[src/rtl/uart_mmio_pkg.sv]
// Shared constants and helpers for the memory-mapped UART byte-FIFO bridge.
package uart_mmio_pkg;

    localparam int unsigned DATA_W = 32;
    localparam int unsigned STRB_W = DATA_W / 8;
    localparam int unsigned BYTE_W = 8;

    localparam logic [DATA_W-1:0] OFF_STATUS  = 32'h0;
    localparam logic [DATA_W-1:0] OFF_RX_DATA = 32'h4;
    localparam logic [DATA_W-1:0] OFF_TX_DATA = 32'h8;
    localparam logic [DATA_W-1:0] OFF_LEVELS  = 32'hC;

    localparam int unsigned ST_TX_NOT_FULL  = 0;
    localparam int unsigned ST_RX_NOT_EMPTY = 1;
    localparam int unsigned ST_TX_OVERFLOW  = 2;

    typedef enum logic [2:0] {
        SEL_NONE,
        SEL_STATUS,
        SEL_RX_DATA,
        SEL_TX_DATA,
        SEL_LEVELS
    } reg_sel_e;

    function automatic reg_sel_e decode_offset(input logic [DATA_W-1:0] off);
        case (off)
            OFF_STATUS:  return SEL_STATUS;
            OFF_RX_DATA: return SEL_RX_DATA;
            OFF_TX_DATA: return SEL_TX_DATA;
            OFF_LEVELS:  return SEL_LEVELS;
            default:     return SEL_NONE;
        endcase
    endfunction

    function automatic logic [DATA_W-1:0] level_word(input logic [BYTE_W-1:0] rx_cnt,
                                                     input logic [BYTE_W-1:0] tx_cnt);
        return {16'h0, tx_cnt, rx_cnt};
    endfunction

endpackage

[src/rtl/uart_mmio_if.sv]
// CPU MMIO port plus the ready/valid byte streams toward the existing UART core.
interface uart_mmio_if;
    import uart_mmio_pkg::*;

    logic [DATA_W-1:0] addr;
    logic              re;
    logic [STRB_W-1:0] we;
    logic [DATA_W-1:0] wdata;
    logic [DATA_W-1:0] rdata;
    logic [BYTE_W-1:0] tx_data;
    logic              tx_valid;
    logic              tx_ready;
    logic [BYTE_W-1:0] rx_data;
    logic              rx_valid;
    logic              rx_ready;

    modport master (
        output addr, re, we, wdata, tx_ready, rx_data, rx_valid,
        input  rdata, tx_data, tx_valid, rx_ready
    );

    modport slave (
        input  addr, re, we, wdata, tx_ready, rx_data, rx_valid,
        output rdata, tx_data, tx_valid, rx_ready
    );

endinterface

[src/rtl/uart_mmio_fifo.sv]
// Power-of-two synchronous FIFO with occupancy count; head is read combinationally.
module uart_mmio_fifo #(
    parameter int unsigned WIDTH = 8,
    parameter int unsigned DEPTH = 8,
    localparam int unsigned CNT_W = $clog2(DEPTH + 1)
) (
    input  logic             clk,
    input  logic             reset,
    input  logic             push_i,
    input  logic [WIDTH-1:0] data_i,
    input  logic             pop_i,
    output logic [WIDTH-1:0] data_o,
    output logic             full_o,
    output logic             empty_o,
    output logic [CNT_W-1:0] count_o
);
    localparam int unsigned PTR_W = $clog2(DEPTH);

    logic [WIDTH-1:0] mem_q [DEPTH];
    logic [PTR_W-1:0] wr_ptr_q, wr_ptr_d;
    logic [PTR_W-1:0] rd_ptr_q, rd_ptr_d;
    logic [CNT_W-1:0] count_q, count_d;
    logic             push_ok_c, pop_ok_c;

    assign empty_o = (count_q == '0);
    assign full_o  = (count_q == CNT_W'(DEPTH));
    assign count_o = count_q;
    assign data_o  = empty_o ? '0 : mem_q[rd_ptr_q];

    // A pop frees the slot a same-cycle push needs, so full+pop still accepts.
    assign pop_ok_c  = pop_i && !empty_o;
    assign push_ok_c = push_i && (!full_o || pop_ok_c);

    always_comb begin
        wr_ptr_d = wr_ptr_q;
        rd_ptr_d = rd_ptr_q;
        count_d  = count_q + CNT_W'(push_ok_c) - CNT_W'(pop_ok_c);
        if (push_ok_c) wr_ptr_d = wr_ptr_q + PTR_W'(1);
        if (pop_ok_c)  rd_ptr_d = rd_ptr_q + PTR_W'(1);
    end

    always_ff @(posedge clk or posedge reset) begin
        if (reset) begin
            wr_ptr_q <= '0;
            rd_ptr_q <= '0;
            count_q  <= '0;
        end else begin
            wr_ptr_q <= wr_ptr_d;
            rd_ptr_q <= rd_ptr_d;
            count_q  <= count_d;
        end
    end

    always_ff @(posedge clk) begin
        if (push_ok_c) mem_q[wr_ptr_q] <= data_i;
    end

endmodule

[src/rtl/uart_mmio.sv]
// MMIO register front-end bridging CPU loads/stores to RX/TX byte FIFOs of a UART core.
module uart_mmio
    import uart_mmio_pkg::*;
#(
    parameter int unsigned CLOCK_FREQ = 125_000_000,
    parameter int unsigned FIFO_DEPTH = 8,
    parameter logic [31:0] BASE_ADDR  = 32'h8000_0000
) (
    input logic        clk,
    input logic        reset,
    uart_mmio_if.slave bus
);
    localparam int unsigned CNT_W = $clog2(FIFO_DEPTH + 1);

    if (CLOCK_FREQ == 0 || FIFO_DEPTH < 2 || FIFO_DEPTH > 64 ||
        (FIFO_DEPTH & (FIFO_DEPTH - 1)) != 0) begin : g_bad_param
        $error("uart_mmio: CLOCK_FREQ must be nonzero, FIFO_DEPTH a power of two in 2..64");
    end

    logic [DATA_W-1:0] off_c;
    reg_sel_e          sel_c;
    logic              tx_wr_c, tx_pop_c, tx_ovf_c, clr_c;
    logic              rx_push_c, rx_pop_c, rx_ready_c;
    logic              rx_full, rx_empty, tx_full, tx_empty;
    logic [BYTE_W-1:0] rx_head, tx_head;
    logic [CNT_W-1:0]  rx_cnt, tx_cnt;
    logic [DATA_W-1:0] status_c;
    logic [DATA_W-1:0] rdata_q, rdata_d;
    logic              sticky_q, sticky_d;
    logic              unused_wdata_hi;

    assign unused_wdata_hi = ^bus.wdata[DATA_W-1:BYTE_W];

    assign off_c = bus.addr - BASE_ADDR;
    assign sel_c = decode_offset(off_c);

    assign tx_wr_c  = (sel_c == SEL_TX_DATA) && bus.we[0];
    assign clr_c    = (sel_c == SEL_STATUS) && (|bus.we);
    assign tx_pop_c = !tx_empty && bus.tx_ready;
    assign tx_ovf_c = tx_wr_c && tx_full && !tx_pop_c;

    assign rx_pop_c   = bus.re && (sel_c == SEL_RX_DATA) && !rx_empty;
    // A CPU pop in the same cycle makes room, so a full RX FIFO can still take a byte.
    assign rx_ready_c = !rx_full || rx_pop_c;
    assign rx_push_c  = bus.rx_valid && rx_ready_c;

    uart_mmio_fifo #(.WIDTH(BYTE_W), .DEPTH(FIFO_DEPTH)) u_rx_fifo (
        .clk     (clk),
        .reset   (reset),
        .push_i  (rx_push_c),
        .data_i  (bus.rx_data),
        .pop_i   (rx_pop_c),
        .data_o  (rx_head),
        .full_o  (rx_full),
        .empty_o (rx_empty),
        .count_o (rx_cnt)
    );

    uart_mmio_fifo #(.WIDTH(BYTE_W), .DEPTH(FIFO_DEPTH)) u_tx_fifo (
        .clk     (clk),
        .reset   (reset),
        .push_i  (tx_wr_c),
        .data_i  (bus.wdata[BYTE_W-1:0]),
        .pop_i   (tx_pop_c),
        .data_o  (tx_head),
        .full_o  (tx_full),
        .empty_o (tx_empty),
        .count_o (tx_cnt)
    );

    always_comb begin
        status_c                  = '0;
        status_c[ST_TX_NOT_FULL]  = !tx_full;
        status_c[ST_RX_NOT_EMPTY] = !rx_empty;
        status_c[ST_TX_OVERFLOW]  = sticky_q;
    end

    // Read data reflects pre-edge state; rdata holds between reads.
    always_comb begin
        rdata_d = rdata_q;
        if (bus.re) begin
            case (sel_c)
                SEL_STATUS:  rdata_d = status_c;
                SEL_RX_DATA: rdata_d = rx_empty ? '0 : DATA_W'(rx_head);
                SEL_LEVELS:  rdata_d = level_word(BYTE_W'(rx_cnt), BYTE_W'(tx_cnt));
                default:     rdata_d = '0;
            endcase
        end
    end

    // Overflow wins over a same-cycle clear.
    always_comb begin
        sticky_d = sticky_q;
        if (clr_c)    sticky_d = 1'b0;
        if (tx_ovf_c) sticky_d = 1'b1;
    end

    always_ff @(posedge clk or posedge reset) begin
        if (reset) begin
            rdata_q  <= '0;
            sticky_q <= 1'b0;
        end else begin
            rdata_q  <= rdata_d;
            sticky_q <= sticky_d;
        end
    end

    assign bus.rdata    = rdata_q;
    assign bus.tx_data  = tx_head;
    assign bus.tx_valid = !tx_empty;
    assign bus.rx_ready = rx_ready_c;

endmodule
[src/flat_wrapper.sv]
// flat-port wrapper written by rule: the top's interface ports become plain ports
module uart_mmio_flat import uart_mmio_pkg::*;
#(
    parameter int unsigned CLOCK_FREQ = 125_000_000,
    parameter int unsigned FIFO_DEPTH = 8,
    parameter logic [31:0] BASE_ADDR  = 32'h8000_0000
)
  (clk, reset, bus_addr, bus_re, bus_we, bus_wdata, bus_tx_ready, bus_rx_data, bus_rx_valid, bus_rdata, bus_tx_data, bus_tx_valid, bus_rx_ready);
  uart_mmio_if bus_i ();
  input logic clk;
  input logic reset;
  input wire logic [$bits(bus_i.addr)-1:0] bus_addr;
  input wire logic [$bits(bus_i.re)-1:0] bus_re;
  input wire logic [$bits(bus_i.we)-1:0] bus_we;
  input wire logic [$bits(bus_i.wdata)-1:0] bus_wdata;
  input wire logic [$bits(bus_i.tx_ready)-1:0] bus_tx_ready;
  input wire logic [$bits(bus_i.rx_data)-1:0] bus_rx_data;
  input wire logic [$bits(bus_i.rx_valid)-1:0] bus_rx_valid;
  output wire logic [$bits(bus_i.rdata)-1:0] bus_rdata;
  output wire logic [$bits(bus_i.tx_data)-1:0] bus_tx_data;
  output wire logic [$bits(bus_i.tx_valid)-1:0] bus_tx_valid;
  output wire logic [$bits(bus_i.rx_ready)-1:0] bus_rx_ready;
  assign bus_i.addr = bus_addr;
  assign bus_i.re = bus_re;
  assign bus_i.we = bus_we;
  assign bus_i.wdata = bus_wdata;
  assign bus_i.tx_ready = bus_tx_ready;
  assign bus_i.rx_data = bus_rx_data;
  assign bus_i.rx_valid = bus_rx_valid;
  assign bus_rdata = bus_i.rdata;
  assign bus_tx_data = bus_i.tx_data;
  assign bus_tx_valid = bus_i.tx_valid;
  assign bus_rx_ready = bus_i.rx_ready;
  uart_mmio #(.CLOCK_FREQ(CLOCK_FREQ), .FIFO_DEPTH(FIFO_DEPTH), .BASE_ADDR(BASE_ADDR)) u_core (.clk(clk), .reset(reset), .bus(bus_i));
endmodule
[config.mk]
export PLATFORM = sky130hd
export DESIGN_NAME = uart_mmio_flat
export DESIGN_NICKNAME = d
export VERILOG_FILES = /design/src/rtl/uart_mmio_pkg.sv /design/src/rtl/uart_mmio_if.sv /design/src/rtl/uart_mmio_fifo.sv /design/src/rtl/uart_mmio.sv /design/src/flat_wrapper.sv
export SDC_FILE = /design/constraint.sdc
export NUM_CORES = 1
export LEC_CHECK = 0
export BUFFER_PORTS_ARGS = -buffer_cell sky130_fd_sc_hd__buf_2
export CORE_MARGIN = 5
export CORE_UTILIZATION = 50
export CTS_BUF_LIST = sky130_fd_sc_hd__clkbuf_8
export DETAILED_ROUTE_END_ITERATION = 8
export MAX_ROUTING_LAYER = met4
export PLACE_DENSITY = 0.81
export SETUP_SLACK_MARGIN = 0.05
export SKIP_CTS_REPAIR_TIMING = 1
export SKIP_LAST_GASP = 1
export SLEW_MARGIN = 10
export SYNTH_ARGS = -nofsm -noshare
export SYNTH_HDL_FRONTEND = slang
export SYNTH_SLANG_ARGS = --single-unit
[constraint.sdc]
create_clock -name clk -period 4.4 [get_ports clk]
set_input_delay 0.44 -clock clk [delete_from_list [all_inputs] [get_ports clk]]
set_output_delay 0.44 -clock clk [all_outputs]
set_load 0.01 [all_outputs]
==> out/results.txt, run 1 <==
Fmax -> 0.331 GHz
Via density -> 5.41
Congestion Overflow GR -> 0
Cells after Synth -> 407
Dpl ws -> 1.20 ns
CP arrival -> 2.58 ns
Tcrit/Tclk final -> 68.7%
Worst setup path startpoint -> u_core.u_tx_fifo.rd_ptr_q[0]$_DFFE_PP0P_
Area delta synth->final -> 13.6%
Biggest area consumer among synthesized cells -> edfxtp_1
Inst Count DP -> 656
Detailed Place HPWL -> 9.23 mm
Minimum hold slack -> 0.0563 ns
Clock-pin slew on the worst setup and hold paths -> 0.10 ns
Initial DRC Count -> 261
Rel. slew slack -> 27.8%
Power Total -> 3.96 mW
H-Tree Depth -> 4
Die H -> 128 µm
Worst min-delay path category -> input pin to async pin
Sequential element share of the synthesized area -> 66.9%
Final setup margin -> 1.38 ns
Placed cell area -> 0.00750 mm²
Mean Syn Cell Area -> 17.2 µm²
Worst setup path class -> flip-flop to primary output
Post-DR wirelength/cell -> 19.1 µm
Fin nets -> 593
Sink Count -> 161
Max IR drop VDD -> 0.350 mV
Number of synthesized register bits -> 161
Reg2reg start -> u_core.u_rx_fifo.count_o[2]$_DFF_PP0_
Fin crit period -> 3.02 ns
Main synth FF type -> edfxtp_1
Worst-Margin Slew -> 1.08 ns
Crit start category -> flip-flop
Root Buffer -> clkbuf_8
Synth top area share -> 55.0%
Num ports -> 123
Starting Density -> 50.7%
ANT cells -> 0
Cell area after synthesis -> 0.00698 mm²
First-pass DRT Iterations -> 4
Clock skew -> 0.0169 ns
Endpoints failing hold -> 0
CP Data Required Time -> 3.96 ns
Status -> finished clean
# rows -> 43
CP max FO -> 18
Cell variety after synth -> 55
Number of global-route vias before repair -> 3931
RD Place Congestion -> 0.768
Gr usage total -> 17.7%
Final Setup Violations -> 0
Crit path capture type -> primary output
Non-filler cells, final -> 688
Worst reg-to-reg setup slack -> 1.44 ns
Synth warn -> 0
Post-route cell area -> 0.00793 mm²
Die Area -> 0.0164 mm²
Post-synth EDFFs -> 128
RSZ-0062 raised after global routing -> false
Synth top cells by count -> edfxtp_1 (128), dfrtp_1 (33), mux4_2 (31)
Ranking of synthesized cells by area -> edfxtp_1 (55%), dfrtp_1 (12%), mux4_2 (10%)
Power density cells -> 499 mW/mm²
Post-Route WL -> 13.1 mm
Core area -> 0.0138 mm²
Synth async-reset ratio -> 20.5%
Dominant cell by count in the synthesized netlist -> edfxtp_1
Buffers on Ports -> 78
Leakage -> 2.97 nW
Clk Latency, worst-skew pair -> 0.46 ns
DRC -> 0
Largest net degree at the start of global routing -> 34
Fin util -> 57.6%
Max-cap check violation count -> 0
First-pass GRT wire length -> 21.0 mm
Sum Neg Setup Slack -> 0 ns
Chip Width -> 128 µm
Initial antenna violation count -> 0
Total CTS buffers -> 17
CTS tree -> yes
Max-slew violations -> 0
Vias -> 3720
Filler cells -> 1081
Clock buffer depth -> 2
Share of cells above drive strength 1 -> 34.8%
Post-route ant nets -> 0
## power breakdown
part	internal [mW]	switching, mW
clock	0.580	0.569
sequential	1.81	0.185
combinational	0.422	0.397
total	2.81	1.15
## layout make-up
class                   count  area, µm²  area share (%)
inverters                  16       60.1           0.757
clock inverters            15        195            2.46
multi-input cells         213       2100            26.5
flip-flops and latches    161       4670            58.9
clock buffers              17        234            2.95
repair buffers             86        450            5.68
well taps                 180        225            2.84
## flip-flops by register name, summed over array words and instances, names as in the netlist
name / count
u_core.bus.rdata: 12
u_core.u_rx_fifo.count_o: 4
u_core.u_tx_fifo.mem_q: 64
u_core.u_rx_fifo.rd_ptr_q: 3
u_core.u_rx_fifo.wr_ptr_q: 3
u_core.u_tx_fifo.wr_ptr_q: 3
u_core.sticky_q: 1
u_core.u_tx_fifo.rd_ptr_q: 3
u_core.u_rx_fifo.mem_q: 64
u_core.u_tx_fifo.count_o: 4
## path summary, 6_finish.rpt
check / depth (start not counted) / endpoint
worst min register to register: 1 / u_core.bus.rdata[4]$_DFFE_PP0P_
max in group asynchronous: 3 / u_core.bus.rdata[5]$_DFFE_PP0P_
min in group clk: 1 / u_core.u_rx_fifo.mem_q[5][0]$_DFFE_PP_
worst min-delay path: 3 / u_core.bus.rdata[9]$_DFFE_PP0P_
worst max-delay path: 4 / bus_tx_data[4]
worst max register to register: 6 / u_core.u_rx_fifo.mem_q[7][4]$_DFFE_PP_
## per-layer routing
layer | up-vias | wire, µm | global-route usage (%)
met4 | 0 | 137 | 3.93
met2 | 110 | 7090 | 29.9
met1 | 1883 | 5130 | 21.3
met3 | 16 | 774 | 5.00
met5 | - | 0 | -
li1 | 1711 | - | -
## cells by family after synthesis
logic type,after synthesis,share of synthesized area [%]
xor gates and xnor gates,12,1.50
DFF,161,66.9
AOI/OAI and AO/OA,28,2.99
muxes,50,12.9
and+or+nand+nor,86,8.31
buffers and inverters,52,4.12
other,1,0.0537
adders and majority gates,17,3.26
## placed cells by master, fill, tap and decap left out, types with 4 or more instances in the layout
cell	instances
edfxtp_1	128
buf_2	78
dfrtp_1	33
mux4_2	31
nor2_1	22
conb_1	20
clkbuf_8	17
inv_1	15
ha_1	15
mux2i_1	12
nand3_1	9
nand2_1	8
buf_4	8
nor3_1	7
nand4_1	6
xor2_1	6
mux2_2	6
xnor2_1	6
inv_6	6
a21oi_1	4
nor2b_1	4
o2bb2ai_1	4
nor3b_2	4
## critical path: stages, from the launching register on
cell	delay [ns]
dfrtp_1	1.06
mux4_2	0.61
mux2i_1	0.21
nor2_1	0.07
buf_2	0.17
Note: power is estimated with default switching activity, not from simulation.
==> run 2, diff against run 1 <==
--- a/config.mk
+++ b/config.mk
@@ -11,7 +11,7 @@
 export CTS_BUF_LIST = sky130_fd_sc_hd__clkbuf_8
 export DETAILED_ROUTE_END_ITERATION = 8
 export MAX_ROUTING_LAYER = met4
-export PLACE_DENSITY = 0.81
+export PLACE_DENSITY = 0.83
 export SETUP_SLACK_MARGIN = 0.05
 export SKIP_CTS_REPAIR_TIMING = 1
 export SKIP_LAST_GASP = 1
==> constraint.sdc (replaced) <==
create_clock -name clk -period 2.7 [get_ports clk]
set_input_delay 0.27 -clock clk [delete_from_list [all_inputs] [get_ports clk]]
set_output_delay 0.27 -clock clk [all_outputs]
set_load 0.01 [all_outputs]
==> run 2 against run 1 <==
Final area up 1.5%. Via count is 3.3% higher. Sequential cell count unchanged. Largest cell class unchanged. Largest power group unchanged. Highest routed layer unchanged. Critical path depth rose by 7. Wire length grew 3.0%.
==> out/results.txt, run 2 (synthesized netlist as in run 1, its figures left out) <==
Fin nets -> 619
Clk Latency, worst-skew pair -> 0.44 ns
Max-slew violations -> 0
Fin crit period -> 2.47 ns
First-pass DRT Iterations -> 4
Endpoints failing hold -> 0
Starting Density -> 50.7%
Gr usage total -> 18.2%
Clock network power share -> 24.7%
CP Data Required Time -> 3.03 ns
Filler cells -> 1033
Sum Neg Setup Slack -> 0 ns
Die H -> 128 µm
Dpl ws -> 0.00150 ns
Status -> finished clean
Num ports -> 123
Final setup margin -> 0.233 ns
Clock buffer depth -> 2
Clock skew -> 0.0127 ns
Die Area -> 0.0164 mm²
First-pass GRT wire length -> 21.8 mm
# rows -> 43
Inst Count DP -> 681
Critical-path top delay cell -> or3b_2
Power Total -> 6.18 mW
Largest net degree at the start of global routing -> 34
Worst-Margin Slew -> 0.799 ns
Initial antenna violation count -> 1
Final Setup Violations -> 0
Post-route cell area -> 0.00805 mm²
Via density -> 5.37
Cell Int Power -> 4.32 mW
RD Place Congestion -> 0.741
Gate power share -> 23.9%
Chip Width -> 128 µm
Crit start category -> flip-flop
CP arrival -> 2.79 ns
Max IR drop VDD -> 0.550 mV
Rel. slew slack -> 46.8%
Root Buffer -> clkbuf_8
Total CTS buffers -> 17
Reg power frac -> 51.4%
Fmax -> 0.405 GHz
CTS tree -> yes
Clock-pin slew on the worst setup and hold paths -> 0.09 ns
CP max FO -> 5
Psw -> 1.86 mW
DRC -> 0
Crit-path max cell delay -> 0.47 ns
Congestion Overflow GR -> 0
Placed cell area -> 0.00769 mm²
Commonest non-fill, non-tap cells in the layout -> edfxtp_1 (128), buf_2 (78), buf_4 (33), dfrtp_1 (33), mux4_2 (31)
Share of cells above drive strength 1 -> 37.3%
H-Tree Depth -> 4
Leakage -> 3.07 nW
Post-Route WL -> 13.5 mm
Number of global-route vias before repair -> 4122
Max-cap check violation count -> 0
Area delta synth->final -> 15.2%
Commonest non-fill, non-tap cell in the layout -> edfxtp_1
Worst setup path class -> flip-flop to flip-flop
Switching share of power -> 30.1%
Power density cells -> 767 mW/mm²
Detailed Place HPWL -> 9.67 mm
Buffers on Ports -> 78
Vias -> 3843
Sink Count -> 161
RSZ-0062 raised after global routing -> false
Non-filler cells, final -> 715
Post-DR wirelength/cell -> 18.9 µm
Post-route ant nets -> 0
Worst min-delay path category -> input pin to flip-flop
Tcrit/Tclk final -> 91.4%
Crit path capture type -> flip-flop
Core area -> 0.0138 mm²
Initial DRC Count -> 261
CP Cell Sequence -> inv_1, ha_1, or3b_2, a21oi_1, buf_4, nor4b_4, nand2_1, nand2_1, ha_1, fa_1, xor2_1
==> run 2: per-layer routing <==
layer | vias to the layer above | part of all wire, % | global-route usage [%]
li1 | 1765 | - | -
met1 | 1958 | 39 | 21.0
met2 | 98 | 54 | 30.2
met3 | 22 | 4.2 | 4.33
met4 | 0 | 2.4 | 8.18
met5 | - | 0 | -
==> run 2: area by class of cell <==
class | count | area (µm²) | share of cell area, %
well taps | 180 | 225 | 2.80
clock buffers | 17 | 234 | 2.91
repair buffers | 112 | 648 | 8.05
flip-flops and latches | 161 | 4670 | 58.0
multi-input cells | 213 | 2100 | 26.1
diodes | 1 | 2.50 | 0.0311
clock inverters | 15 | 111 | 1.38
inverters | 16 | 60.1 | 0.746
==> run 2: path summary, 6_finish.rpt <==
kind,from,end,slack (ns),cells past startpoint
setup / recovery,u_core.u_tx_fifo.count_o[2]$_DFF_PP0_,u_core.u_tx_fifo.count_o[2]$_DFF_PP0_,0.23,11
hold / removal,bus_rx_data[4],u_core.u_rx_fifo.mem_q[6][4]$_DFFE_PP_,0.09,1
setup reg to reg,u_core.u_tx_fifo.count_o[2]$_DFF_PP0_,u_core.u_tx_fifo.count_o[2]$_DFF_PP0_,0.23,11
hold reg to reg,u_core.bus.rdata[4]$_DFFE_PP0P_,u_core.bus.rdata[4]$_DFFE_PP0P_,0.49,1
max in group asynchronous,reset,u_core.u_rx_fifo.wr_ptr_q[1]$_DFFE_PP0P_,1.94,4
min in group asynchronous,reset,u_core.u_tx_fifo.wr_ptr_q[2]$_DFFE_PP0P_,0.45,4
==> run 2: power by group through the flow <==
stage	logic (mW)	registers, mW	clock network [mW]
finish	1.48	3.17	1.53
global route	1.65	3.21	1.69
CTS	1.50	3.18	1.57
detailed placement	1.50	3.23	0
global placement	1.41	3.21	0
floorplan	1.12	3.10	0
==> run 2: critical path, delay by kind of cell, from the launching register on <==
family,cells,cell delay [ns]
adder cells (fa/ha/maj),3,0.75
AND/OR/NAND/NOR,4,0.64
flip-flops,1,0.38
buffers and inverters,2,0.25
XOR/XNOR,1,0.18
AO/OA/AOI/OAI,1,0.14
==> run 2: metrics by stage <==
stage          hold slack [ns]  util (%)
4_1_cts                 -0.121      58.3
3_5_place_dp             0.382      55.8
3_3_place_gp             0.375      55.8
2_1_floorplan            0.369         -
6_report                0.0897      58.4
5_1_grt                 0.0623      58.4
==> run 3, diff against run 2 <==
--- a/config.mk
+++ b/config.mk
@@ -6,10 +6,10 @@
 export NUM_CORES = 1
 export LEC_CHECK = 0
 export BUFFER_PORTS_ARGS = -buffer_cell sky130_fd_sc_hd__buf_2
-export CORE_MARGIN = 5
 export CORE_UTILIZATION = 50
 export CTS_BUF_LIST = sky130_fd_sc_hd__clkbuf_8
 export DETAILED_ROUTE_END_ITERATION = 8
+export GPL_TIMING_DRIVEN = 0
 export MAX_ROUTING_LAYER = met4
 export PLACE_DENSITY = 0.83
 export SETUP_SLACK_MARGIN = 0.05
@@ -19,3 +19,4 @@
 export SYNTH_ARGS = -nofsm -noshare
 export SYNTH_HDL_FRONTEND = slang
 export SYNTH_SLANG_ARGS = --single-unit
+export TNS_END_PERCENT = 1
==> run 3 against run 2 <==
Wire length is 2.3% lower. Maximum frequency shrank 8.4%. First-iteration DRC count is 7.3% lower. Clock power up 4%. Largest power group unchanged. Sequential cell count unchanged. Critical endpoint is now u_core.u_rx_fifo.count_o[2]$_DFF_PP0_. Highest routed layer unchanged. Utilization grew 1.8 points. Combinational power grew 8%. Cell count fell by 0.28%. Final area increased by 0.62%. Critical path type unchanged.
==> out/results.txt, run 3 (synthesized netlist as in run 1, its figures left out) <==
Num ports -> 123
Chip Width -> 120 µm
Detailed Place HPWL -> 9.25 mm
Met2 WL post-DR -> 7.12 mm
CP Cell Sequence -> inv_1, ha_1, a31oi_4, and4bb_1, buf_6, o21ai_4, ha_1, inv_1, ha_1, fa_1, xor2_1
Number of global-route vias before repair -> 3905
Critical-path top delay cell -> fa_1
Post-DR wirelength/cell -> 18.5 µm
Clk Latency, worst-skew pair -> 0.45 ns
Die Area -> 0.0144 mm²
Die H -> 120 µm
Largest delay share family, worst path -> adder cells
Tcrit/Tclk final -> 99.8%
First-pass GRT wire length -> 20.5 mm
Crit start category -> flip-flop
Root Buffer -> clkbuf_8
Fin crit period -> 2.69 ns
Routed wl met3 -> 734 µm
Max-cap check violation count -> 0
Buffers on Ports -> 77
Worst min-delay path category -> input pin to flip-flop
Commonest non-fill, non-tap cell in the layout -> edfxtp_1
Vias -> 3863
Final Setup Violations -> 0
Crit-path max cell delay -> 0.39 ns
Initial antenna violation count -> 1
CTS tree -> yes
WL met1 -> 5.14 mm
Fmax -> 0.371 GHz
Fin util -> 60.2%
First-pass DRT Iterations -> 5
Dpl ws -> -0.553 ns
Clock buffer depth -> 2
Sink Count -> 161
RSZ-0062 raised after global routing -> true
Starting Density -> 51.9%
Largest net degree at the start of global routing -> 34
Status -> finished clean
Post-Route WL -> 13.2 mm
H-Tree Depth -> 4
Max-slew violations -> 0
Core area -> 0.0135 mm²
Total CTS buffers -> 17
DRC -> 0
Gr usage total -> 20.0%
Final setup margin -> 0.00648 ns
Cell mode on critical path -> ha_1
Power density cells -> 778 mW/mm²
Leakage -> 3.09 nW
Fin nets -> 621
Clock skew -> 0.0117 ns
CP Buf/Inv Count -> 3
CP Data Required Time -> 3.04 ns
Initial DRC Count -> 242
Area delta synth->final -> 16.0%
Share of cells above drive strength 1 -> 39.2%
RD Place Congestion -> 0.804
CP max FO -> 8
Endpoints failing hold -> 0
Crit path capture type -> flip-flop
CP arrival -> 3.03 ns
Rel. slew slack -> 38.1%
Congestion Overflow GR -> 0
# rows -> 42
Highest metal used -> met4
Post-route ant nets -> 0
Via density -> 5.42
Commonest non-fill, non-tap cells in the layout -> edfxtp_1 (128), buf_2 (84), dfrtp_1 (33)
Worst-Margin Slew -> 0.924 ns
Clock-pin slew on the worst setup and hold paths -> 0.09 ns
Max IR drop VDD -> 0.507 mV
Worst setup path class -> flip-flop to flip-flop
Minimum hold slack -> 0.0721 ns
==> run 3: cell count changes in the layout (fill, tap and decap cells not counted), sizes merged <==
cell	before	now
clkbuf	17	20
inv	22	25
clkinvlp	3	1
buf	111	110
clkinv	6	5
==> run 3: worst paths after layout <==
kind	start	depth (start not counted)	slack, ns	endpoint
max	u_core.u_rx_fifo.count_o[2]$_DFF_PP0_	11	0.006	u_core.u_rx_fifo.count_o[2]$_DFF_PP0_
min	bus_rx_data[5]	1	0.07	u_core.u_rx_fifo.mem_q[0][5]$_DFFE_PP_
max reg2reg	u_core.u_rx_fifo.count_o[2]$_DFF_PP0_	11	0.006	u_core.u_rx_fifo.count_o[2]$_DFF_PP0_
min reg2reg	u_core.bus.rdata[5]$_DFFE_PP0P_	1	0.50	u_core.bus.rdata[5]$_DFFE_PP0P_
max in group asynchronous	reset	3	1.78	u_core.u_rx_fifo.wr_ptr_q[2]$_DFFE_PP0P_
min in group asynchronous	reset	3	0.47	u_core.bus.rdata[5]$_DFFE_PP0P_
==> run 3: worst register-to-register path, delay by kind of cell, from the launching register on <==
family,cells,cell delay [ns]
flip-flops,1,0.38
XOR/XNOR,1,0.18
AO/OA/AOI/OAI,2,0.36
AND/OR/NAND/NOR,1,0.27
adder cells (fa/ha/maj),4,1.12
buffers and inverters,3,0.29
==> run 3: metrics by stage <==
step | area, µm² | power, mW | std cells | setup TNS [ns]
finish | 8100 | 6.30 | 713 | 0
CTS | 8030 | 6.30 | 711 | -14.07
global placement | 7660 | 4.62 | 679 | -21.01
global route | 8100 | 6.63 | 713 | -1.67
floorplan | 7060 | 4.22 | 426 | 0
detailed placement | 7680 | 4.73 | 679 | -22.04
==> run 3: power breakdown <==
part           internal (mW)  switching, mW
Clock                  0.662          0.930
Combinational          0.730          0.872
Sequential              2.95          0.160
Total                   4.34           1.96
==> run 3: area by class of cell <==
| type | count | area [µm²] |
|---|---|---|
| Antenna cell | 1 | 2.50 |
| Buffer | 36 | 231 |
| Timing Repair Buffer | 78 | 395 |
| Clock inverter | 15 | 121 |
| Inverter | 16 | 60.1 |
| Multi-Input combinational cell | 213 | 2160 |
| Sequential cell | 161 | 4670 |
| Tap cell | 176 | 220 |
| Fill cell | 1013 | 5350 |
| Clock buffer | 17 | 234 |
==> run 3: routing by layer <==
layer | GRT usage, % | vias up
met5 | - | -
met4 | 7.03 | 0
met3 | 4.67 | 22
met2 | 35.0 | 135
met1 | 22.5 | 1934
li1 | - | 1772
